<file path="src/rtl/call_request_queue.sv">
// -----------------------------------------------------------------------------
// call_request_queue
//
// Converts debounced floor-call buttons into latched pending requests. It picks
// the next target floor SCAN-style, serving the current sweep direction first.
// It offers that target to the motion controller over a valid/ready handshake.
// pending[] drives the call-button LEDs.
//
// Optional feature macro: REQ_CANCEL_EN
//   defined   : pressing an already-pending floor cancels it (toggle). The floor
//               currently held in tgt_floor while an offer is outstanding or
//               accepted is protected from cancellation.
//   undefined : pressing an already-pending floor has no effect.
//
// Reset is synchronous and active-high. Every output comes straight from a
// register.
// -----------------------------------------------------------------------------
module call_request_queue #(
  parameter int FLOORS  = 8,
  parameter int FLOOR_W = 3
) (
  input  logic               clk,
  input  logic               rst,
  input  logic [FLOORS-1:0]  btn_db,
  input  logic [FLOOR_W-1:0] cur_floor,
  input  logic               arrived,
  output logic               tgt_valid,
  output logic [FLOOR_W-1:0] tgt_floor,
  input  logic               tgt_ready,
  output logic               dir_up,
  output logic [FLOORS-1:0]  pending
);

  // Controller phases: nothing in flight, target offered, target accepted.
  typedef enum logic [1:0] {
    S_IDLE     = 2'd0,
    S_OFFER    = 2'd1,
    S_WAIT_ARR = 2'd2
  } state_t;

  // Result of a target search.
  // flip : the sweep direction must reverse.
  // floor: the chosen floor.
  typedef struct packed {
    logic               flip;
    logic [FLOOR_W-1:0] floor;
  } pick_t;

  // ---------------------------------------------------------------------------
  // SCAN target selection.
  // The search first looks for the nearest request ahead in the current
  // direction. If there is none, it takes the nearest request behind and
  // reports a direction flip. If nothing lies on either side, the only
  // possible request is the current floor; that floor is returned and the
  // direction is kept.
  // ---------------------------------------------------------------------------
  function automatic pick_t pick_target(
    input logic [FLOORS-1:0]  req,
    input logic [FLOOR_W-1:0] cur,
    input logic               up
  );
    pick_t              res;
    logic               found_above;
    logic               found_below;
    logic [FLOOR_W-1:0] above_f;
    logic [FLOOR_W-1:0] below_f;
    logic [FLOOR_W-1:0] fi;

    found_above = 1'b0;
    found_below = 1'b0;
    above_f     = {FLOOR_W{1'b0}};
    below_f     = {FLOOR_W{1'b0}};

    // Scan downward so the last hit above cur is the lowest one above cur.
    for (int f = FLOORS - 1; f >= 0; f--) begin
      fi = FLOOR_W'(f);
      if (req[f] && (fi > cur)) begin
        found_above = 1'b1;
        above_f     = fi;
      end
    end

    // Scan upward so the last hit below cur is the highest one below cur.
    for (int f = 0; f < FLOORS; f++) begin
      fi = FLOOR_W'(f);
      if (req[f] && (fi < cur)) begin
        found_below = 1'b1;
        below_f     = fi;
      end
    end

    if (up) begin
      if (found_above) begin
        res.flip  = 1'b0;
        res.floor = above_f;
      end else if (found_below) begin
        res.flip  = 1'b1;
        res.floor = below_f;
      end else begin
        res.flip  = 1'b0;
        res.floor = cur;
      end
    end else begin
      if (found_below) begin
        res.flip  = 1'b0;
        res.floor = below_f;
      end else if (found_above) begin
        res.flip  = 1'b1;
        res.floor = above_f;
      end else begin
        res.flip  = 1'b0;
        res.floor = cur;
      end
    end
    return res;
  endfunction

  // ---------------------------------------------------------------------------
  // State
  // ---------------------------------------------------------------------------
  state_t             state_q,     state_d;
  logic [FLOORS-1:0]  btn_q;
  logic [FLOORS-1:0]  pending_q,   pending_d;
  logic               tgt_valid_q, tgt_valid_d;
  logic [FLOOR_W-1:0] tgt_floor_q, tgt_floor_d;
  logic               dir_up_q,    dir_up_d;

  logic [FLOORS-1:0]  press_s;
  logic [FLOORS-1:0]  clr_s;
  logic               at_tgt_s;
  pick_t              pick_s;
`ifdef REQ_CANCEL_EN
  logic [FLOORS-1:0]  hold_s;
  logic [FLOORS-1:0]  toggle_s;
`endif

  // The search always sees the latched requests as they stand this cycle.
  assign pick_s = pick_target(pending_q, cur_floor, dir_up_q);

  // An arrival at the floor currently held as target.
  // Only meaningful outside IDLE.
  assign at_tgt_s = arrived && (cur_floor == tgt_floor_q);

  // Request latch: set on button rising edges, clear on arrival. Clear wins.
  always_comb begin
    press_s = btn_db & ~btn_q;
    clr_s   = {FLOORS{1'b0}};
    // An out-of-range cur_floor matches no bit, so such an arrival clears nothing.
    for (int f = 0; f < FLOORS; f++) begin
      if (arrived && (cur_floor == FLOOR_W'(f))) begin
        clr_s[f] = 1'b1;
      end else begin
        clr_s[f] = 1'b0;
      end
    end
`ifdef REQ_CANCEL_EN
    hold_s = {FLOORS{1'b0}};
    // The floor behind an outstanding or accepted target cannot be cancelled.
    for (int f = 0; f < FLOORS; f++) begin
      if ((state_q != S_IDLE) && (tgt_floor_q == FLOOR_W'(f))) begin
        hold_s[f] = 1'b1;
      end else begin
        hold_s[f] = 1'b0;
      end
    end
    // A press on a free floor sets its bit.
    // A press on a pending, unprotected floor clears its bit.
    toggle_s  = press_s & (~pending_q | ~hold_s);
    pending_d = (pending_q ^ toggle_s) & ~clr_s;
`else
    pending_d = (pending_q | press_s) & ~clr_s;
`endif
  end

  // Handshake FSM next-state logic: choose the target, offer it, and track
  // it until the car arrives there.
  always_comb begin
    state_d     = state_q;
    tgt_valid_d = tgt_valid_q;
    tgt_floor_d = tgt_floor_q;
    dir_up_d    = dir_up_q;

    case (state_q)
      S_IDLE: begin
        if (pending_q != {FLOORS{1'b0}}) begin
          tgt_floor_d = pick_s.floor;
          dir_up_d    = pick_s.flip ? ~dir_up_q : dir_up_q;
          tgt_valid_d = 1'b1;
          state_d     = S_OFFER;
        end else begin
          tgt_valid_d = 1'b0;
          state_d     = S_IDLE;
        end
      end

      S_OFFER: begin
        // Reaching the offered floor before it is accepted withdraws the
        // offer. This check takes priority over a same-cycle handshake.
        if (at_tgt_s) begin
          tgt_valid_d = 1'b0;
          state_d     = S_IDLE;
        end else if (tgt_ready) begin
          tgt_valid_d = 1'b0;
          state_d     = S_WAIT_ARR;
        end else begin
          tgt_valid_d = 1'b1;
          state_d     = S_OFFER;
        end
      end

      S_WAIT_ARR: begin
        tgt_valid_d = 1'b0;
        // Arrivals elsewhere are pass-by service and are handled by the latch.
        if (at_tgt_s) begin
          state_d = S_IDLE;
        end else begin
          state_d = S_WAIT_ARR;
        end
      end

      default: begin
        tgt_valid_d = 1'b0;
        state_d     = S_IDLE;
      end
    endcase
  end

  // State registers with synchronous reset. Reset drops any in-flight target.
  always_ff @(posedge clk) begin
    if (rst) begin
      state_q     <= S_IDLE;
      btn_q       <= {FLOORS{1'b0}};
      pending_q   <= {FLOORS{1'b0}};
      tgt_valid_q <= 1'b0;
      tgt_floor_q <= {FLOOR_W{1'b0}};
      dir_up_q    <= 1'b1;
    end else begin
      state_q     <= state_d;
      btn_q       <= btn_db;
      pending_q   <= pending_d;
      tgt_valid_q <= tgt_valid_d;
      tgt_floor_q <= tgt_floor_d;
      dir_up_q    <= dir_up_d;
    end
  end

  assign tgt_valid = tgt_valid_q;
  assign tgt_floor = tgt_floor_q;
  assign dir_up    = dir_up_q;
  assign pending   = pending_q;

endmodule

</file>
<file path="config.mk">
export PLATFORM = sky130hd
export DESIGN_NAME = call_request_queue
export DESIGN_NICKNAME = d
export VERILOG_FILES = /design/src/rtl/call_request_queue.sv
export SDC_FILE = /design/constraint.sdc
export NUM_CORES = 1
export LEC_CHECK = 0
export CAP_MARGIN = 0
export CORE_UTILIZATION = 39
export DETAILED_ROUTE_END_ITERATION = 8
export PLACE_DENSITY = 0.76
export SYNTH_ARGS = -nofsm -noshare
export SYNTH_HDL_FRONTEND = slang
export SYNTH_SLANG_ARGS = --single-unit
</file>
<file path="constraint.sdc">
create_clock -name clk -period 2.9 [get_ports clk]
set_input_delay 0.58 -clock clk [delete_from_list [all_inputs] [get_ports clk]]
set_output_delay 0.58 -clock clk [all_outputs]
set_load 0.02 [all_outputs]
</file>
### After elaboration in Yosys (flattened, before gate mapping)

Cells that the tools add are included.

| word-level totals | value |
|---|---|
| register bits | 23 |
| output and inout bits | 13 |
| word-level logic and storage cells | 121 |

| cells by class | value |
|---|---|
| $lt $le $gt $ge | 16 |
| eq/ne operators | 10 |
| multiplexer cells | 53 |
| bitwise gates (word level) | 6 |
| reduce and logical (&&, ||, !) cells | 30 |

Operator list:

| operator | number |
|---|---|
| $mux W3 | 14 |
| $mux W1 | 29 |
| $logic_and A1 B1 Y1 | 25 |
| $mux W4 | 5 |
| $and A8 B8 Y8 | 2 |
| $not A8 Y8 | 2 |
| $eq A3 B3 Y1 const B | 4 |
| $gt A3 B3 Y1 const A | 4 |
| $lt A3 B3 Y1 const A | 4 |
| $or A8 B8 Y8 | 1 |
| $reduce_bool A8 Y1 | 1 |
| $eq A3 B2 Y1 const B | 2 |
| $gt A1 B3 Y1 const A | 2 |
| $gt A2 B3 Y1 const A | 2 |
| $lt A1 B3 Y1 const A | 2 |
| $lt A2 B3 Y1 const A | 2 |
| $mux W2 | 3 |
| $pmux W2 S3 | 1 |
| $eq A3 B1 Y1 const B | 1 |
| $eq A3 B3 Y1 | 1 |
| $logic_not A3 Y1 | 1 |
| $reduce_and A3 Y1 | 1 |
| $eq A2 B1 Y1 const B | 1 |
| $eq A2 B2 Y1 const B | 1 |
| other kinds (4) | 4 |

### Depth between registers and ports, before layout

| logic depth | value |
|---|---|
| word-level depth | 14 |
| gate-level depth with buffers | 8 |

### Worst setup path after synthesis

Ideal clock, no wire load.

| timing | value |
|---|---|
| path type | input -> register |
| start | input port cur_floor[1] |
| end | register tgt_floor_q[2] (netlist: tgt_floor[2]) |
| setup time | 131 ps |
| data arrival time | 1943 ps |
| data required time | 2769 ps |
| slack | 825 ps |
| stages | 7 |
| buffers on the path | 2 |
| path through | buf_2 clkbuf_1 nor3_1 nor3_4 or2b_1 a221oi_1 nor3_1 |

| between the ends | value |
|---|---|
| word-level cells in the longest chain between the ends | 13 |
| elaborated cells on any way between the ends | 66 |

Ends and longest elaborated chain:

| element | line | source |
|---|---|---|
| start, declared | 25 | `input logic [FLOOR_W-1:0] cur_floor,` |
| $gt A3 B3 Y1 / $lt A1 B3 Y1 (equally long branches) | 77, 86 |  |
| $logic_and A1 B1 Y1 (on tied branches) | 77, 86 |  |
| $mux W3 (tied with other cells) (8 in series) | 77 | `if (req[f] && (fi > cur)) begin` |
| $mux W4 (on tied branches) | 107, 96 |  |
| $mux W4 (on tied branches) | 104, 93 |  |
| $mux W4 * | 92 | `if (up) begin` |
| end signal, assigned | 235 | `tgt_floor_q <= {FLOOR_W{1'b0}};` |
| end signal, assigned | 242 | `tgt_floor_q <= tgt_floor_d;` |
| end, declared | 125 | `logic [FLOOR_W-1:0] tgt_floor_q, tgt_floor_d;` |

Every way passes the cells marked *; elsewhere a longest branch is shown, timed or not.
A chain may end at the register's enable or synchronous reset.

### Worst setup path after layout

| timing | value |
|---|---|
| start | input port cur_floor[2] |
| end | register tgt_floor_q[1] (netlist: tgt_floor[1]) |

The elaborated chain is that of the path after synthesis.

==> metrics <==
status complete, no violations; mux contribution to synthesized area 0.7715%; wire length of the first global-routing pass 5306 microns; post-synthesis simple-gate area fraction 33.46%; total wire length 3302 microns; CTS Buf Count 3; Initial Util 41.81%; RSZ-0062 raised after global routing no; average cell area after synthesis 7.864 sq um; YS warnings 0; initial antenna violation count 0; Worst R2R Path Depth 6; Final WS setup 0.4507 ns; Die Y 59.68 microns; clock buffer depth 2; max_slew headroom 60.28%; Mapped Area 0.001297 sq mm; DR iter-0 viols 91; Via Count 1283; Final ANT Viol Nets 0; pre-CTS WS 0.1427 ns; CTS sink cnt 23; sw frac 34.52%; drt pass-1 iters 4; Slew @ Worst Pin 0.5958 ns; vias in the first global route 1181; fin util 52.90%; delay-heaviest family, CP simple AND/OR/NAND/NOR gates; largest net degree at the start of global routing 24; Compound-Gate Fraction of Synth Area 22.47%; DP Wirelength 2472 microns; Post-CTS Hold Fix Bufs 0; adder-cell share of the synthesized area 0%; die width 59.68 microns; RePlAce Congestion 0.9104; H-Tree Depth 1; Worst Hold Path Cells 2; input/output buffers 27; final hold vios 0; Synth Area in XOR/XNOR 2.025%; Sw Pwr 0.2858 mW; Post-Route Skew 0.007765 ns; critical path type primary input to flop; worst hold path type flop to flop; Clk pin slew, worst setup/hold paths 0.13 ns; via-per-instance ratio 5.460; postcts setup bufs 0; Fill cells 339; CTS tree yes; WP buf/inv 1; Area contributors post-synth dfxtp_1, nor2b_1, nor2_1; Synth Instances 165; largest family of logic cells by synthesized area simple AND/OR/NAND/NOR gates; I/O Pins 28; setup_tns 0 ns; Post-CTS Resized 0; Worst path slowest cell clkdlybuf4s50_1; Seq/Total Area, Yosys 35.49%; Yosys top cell area share 35.49%; CP Launch Type primary input; layout cells sized above 1 8.377%; clk root buf clkbuf_4; fin nets 207; Leak 0.6080 nW; CP Capture Type flop; CP max stage delay 0.62 ns; Final Cycle Share 84.46%; clock group share of total power 18.9%; Final setup viols 0; Syn Nets 180; Worst EP arrival 2.69 ns; post-detailed-route wirelength per cell 14.05 microns; Residual DRC 0; internal power 0.5421 mW; Worst EP required 3.14 ns; Worst VDD drop 0.2891 mV; post-synth top area cell dfxtp_1; synth unique cells 46; largest fanout on the critical path 9; Combinational Power Share 34.4%; number of diodes 0; GR Overflow Total 0; total power 0.8278 mW; die area 0.003562 sq mm; post-synthesis register bit count 23; FP Rows 20; sequential power share 46.7%; max-slew violation count 0; PwrDens 504.3 mW/mm^2; maxcap violations 0; Core Region 0.003103 sq mm; min Tclk post-route 2.449 ns; area grow syn2layout 26.52%; Worst path depth 7; Max Fclk 408.3 MHz; crit-path cells clkdlybuf4s50_1, o21ba_1, or4b_4, nor3_4, or2b_1, a32oi_1, a311oi_1; worst skew pair latency 0.32 ns; Tot GR Track Use 20.54%
## layout by cell type (no fill, tap or decap), drive strengths merged, types with 5 or more instances in the layout
cell type,n
a21oi,11
buf,6
clkdlybuf4s50,27
dfxtp,23
inv,5
nand2,12
nor2,19
nor2b,19
nor3,8
o21ai,8
o22ai,9
## cells in the mapped netlist, drive strengths merged
master,instances
nand4,1
a21oi,11
a41oi,1
o21a,1
nor4,2
a22oi,1
a31oi,2
or2,3
xnor2,3
mux2i,1
o21bai,1
nor2,19
and4b,1
nor3b,3
and3,1
or4b,1
nand2,12
o221ai,1
buf,6
o21ba,1
a221oi,1
a32oi,1
o21ai,8
o211ai,1
or2b,1
o22ai,9
clkbuf,5
nand3,3
or3b,1
nand3b,1
inv,5
a2bb2oi,1
a221o,1
nor2b,19
a41o,1
nand2b,2
nor3,8
dfxtp,23
a311oi,2
## kinds of logic after synthesis
| group | after synthesis |
|---|---|
| buffers and inverters | 16 |
| XOR/XNOR | 3 |
| multiplexers | 1 |
| AO/OA/AOI/OAI | 44 |
| AND/OR/NAND/NOR | 78 |
| flip-flops | 23 |
## power groups by stage
stage | Combinational (mW) | Clock, mW | Sequential, mW
6_report | 0.285 | 0.156 | 0.387
5_1_grt | 0.311 | 0.180 | 0.391
3_3_place_gp | 0.274 | 0 | 0.394
2_1_floorplan | 0.160 | 0 | 0.408
3_5_place_dp | 0.283 | 0 | 0.393
4_1_cts | 0.285 | 0.160 | 0.386
## worst paths after layout
| kind | startpoint | endpoint | slack (ns) |
|---|---|---|---|
| max | cur_floor[2] | tgt_floor[1] | 0.45 |
| min | tgt_floor[2] | tgt_floor[2] | 0.54 |
| max reg2reg | pending[5] | dir_up | 0.75 |
| min reg2reg | tgt_floor[2] | tgt_floor[2] | 0.54 |
## area by class of cell
class / instances / area [sq um] / area share, %
Multi-Input combinational cell: 126 / 762.0 / 46.42
Sequential cell: 23 / 460.4 / 28.05
Timing Repair Buffer: 33 / 315.3 / 19.21
Tap cell: 44 / 55.05 / 3.354
Clock buffer: 3 / 22.52 / 1.372
Inverter: 5 / 18.77 / 1.143
Clock inverter: 1 / 7.507 / 0.4573
## state kept, by name (all words and copies together), names as in the netlist
signal / count
pending: 8
tgt_floor: 3
state_q: 2
tgt_valid: 1
dir_up: 1
btn_q: 8
## per-stage QoR
stage / cell area (sq um) / hold slack, ns / std cells
floorplan: 1297 / 0.5072 / 165
global placement: 1612 / 0.5285 / 231
detailed placement: 1612 / 0.5196 / 231
CTS: 1642 / 0.5432 / 235
global route: 1642 / 0.5478 / 235
finish: 1642 / 0.5450 / 235
## per-layer routing
layer	vias to the layer above	part of all wire (%)	GRT usage (%)
met3	9	4.4	3.463
li1	639	-	-
met2	38	45	31.43
met5	-	0	0
met4	0	2.9	11.96
met1	597	47	27.11
## worst min-delay path, stage by stage, from the launching register on
cell and delay [ns]:
dfxtp_1 0.36, nor2_1 0.11, nor3_1 0.05
No activity file was read; power rests on OpenSTA's default activity.
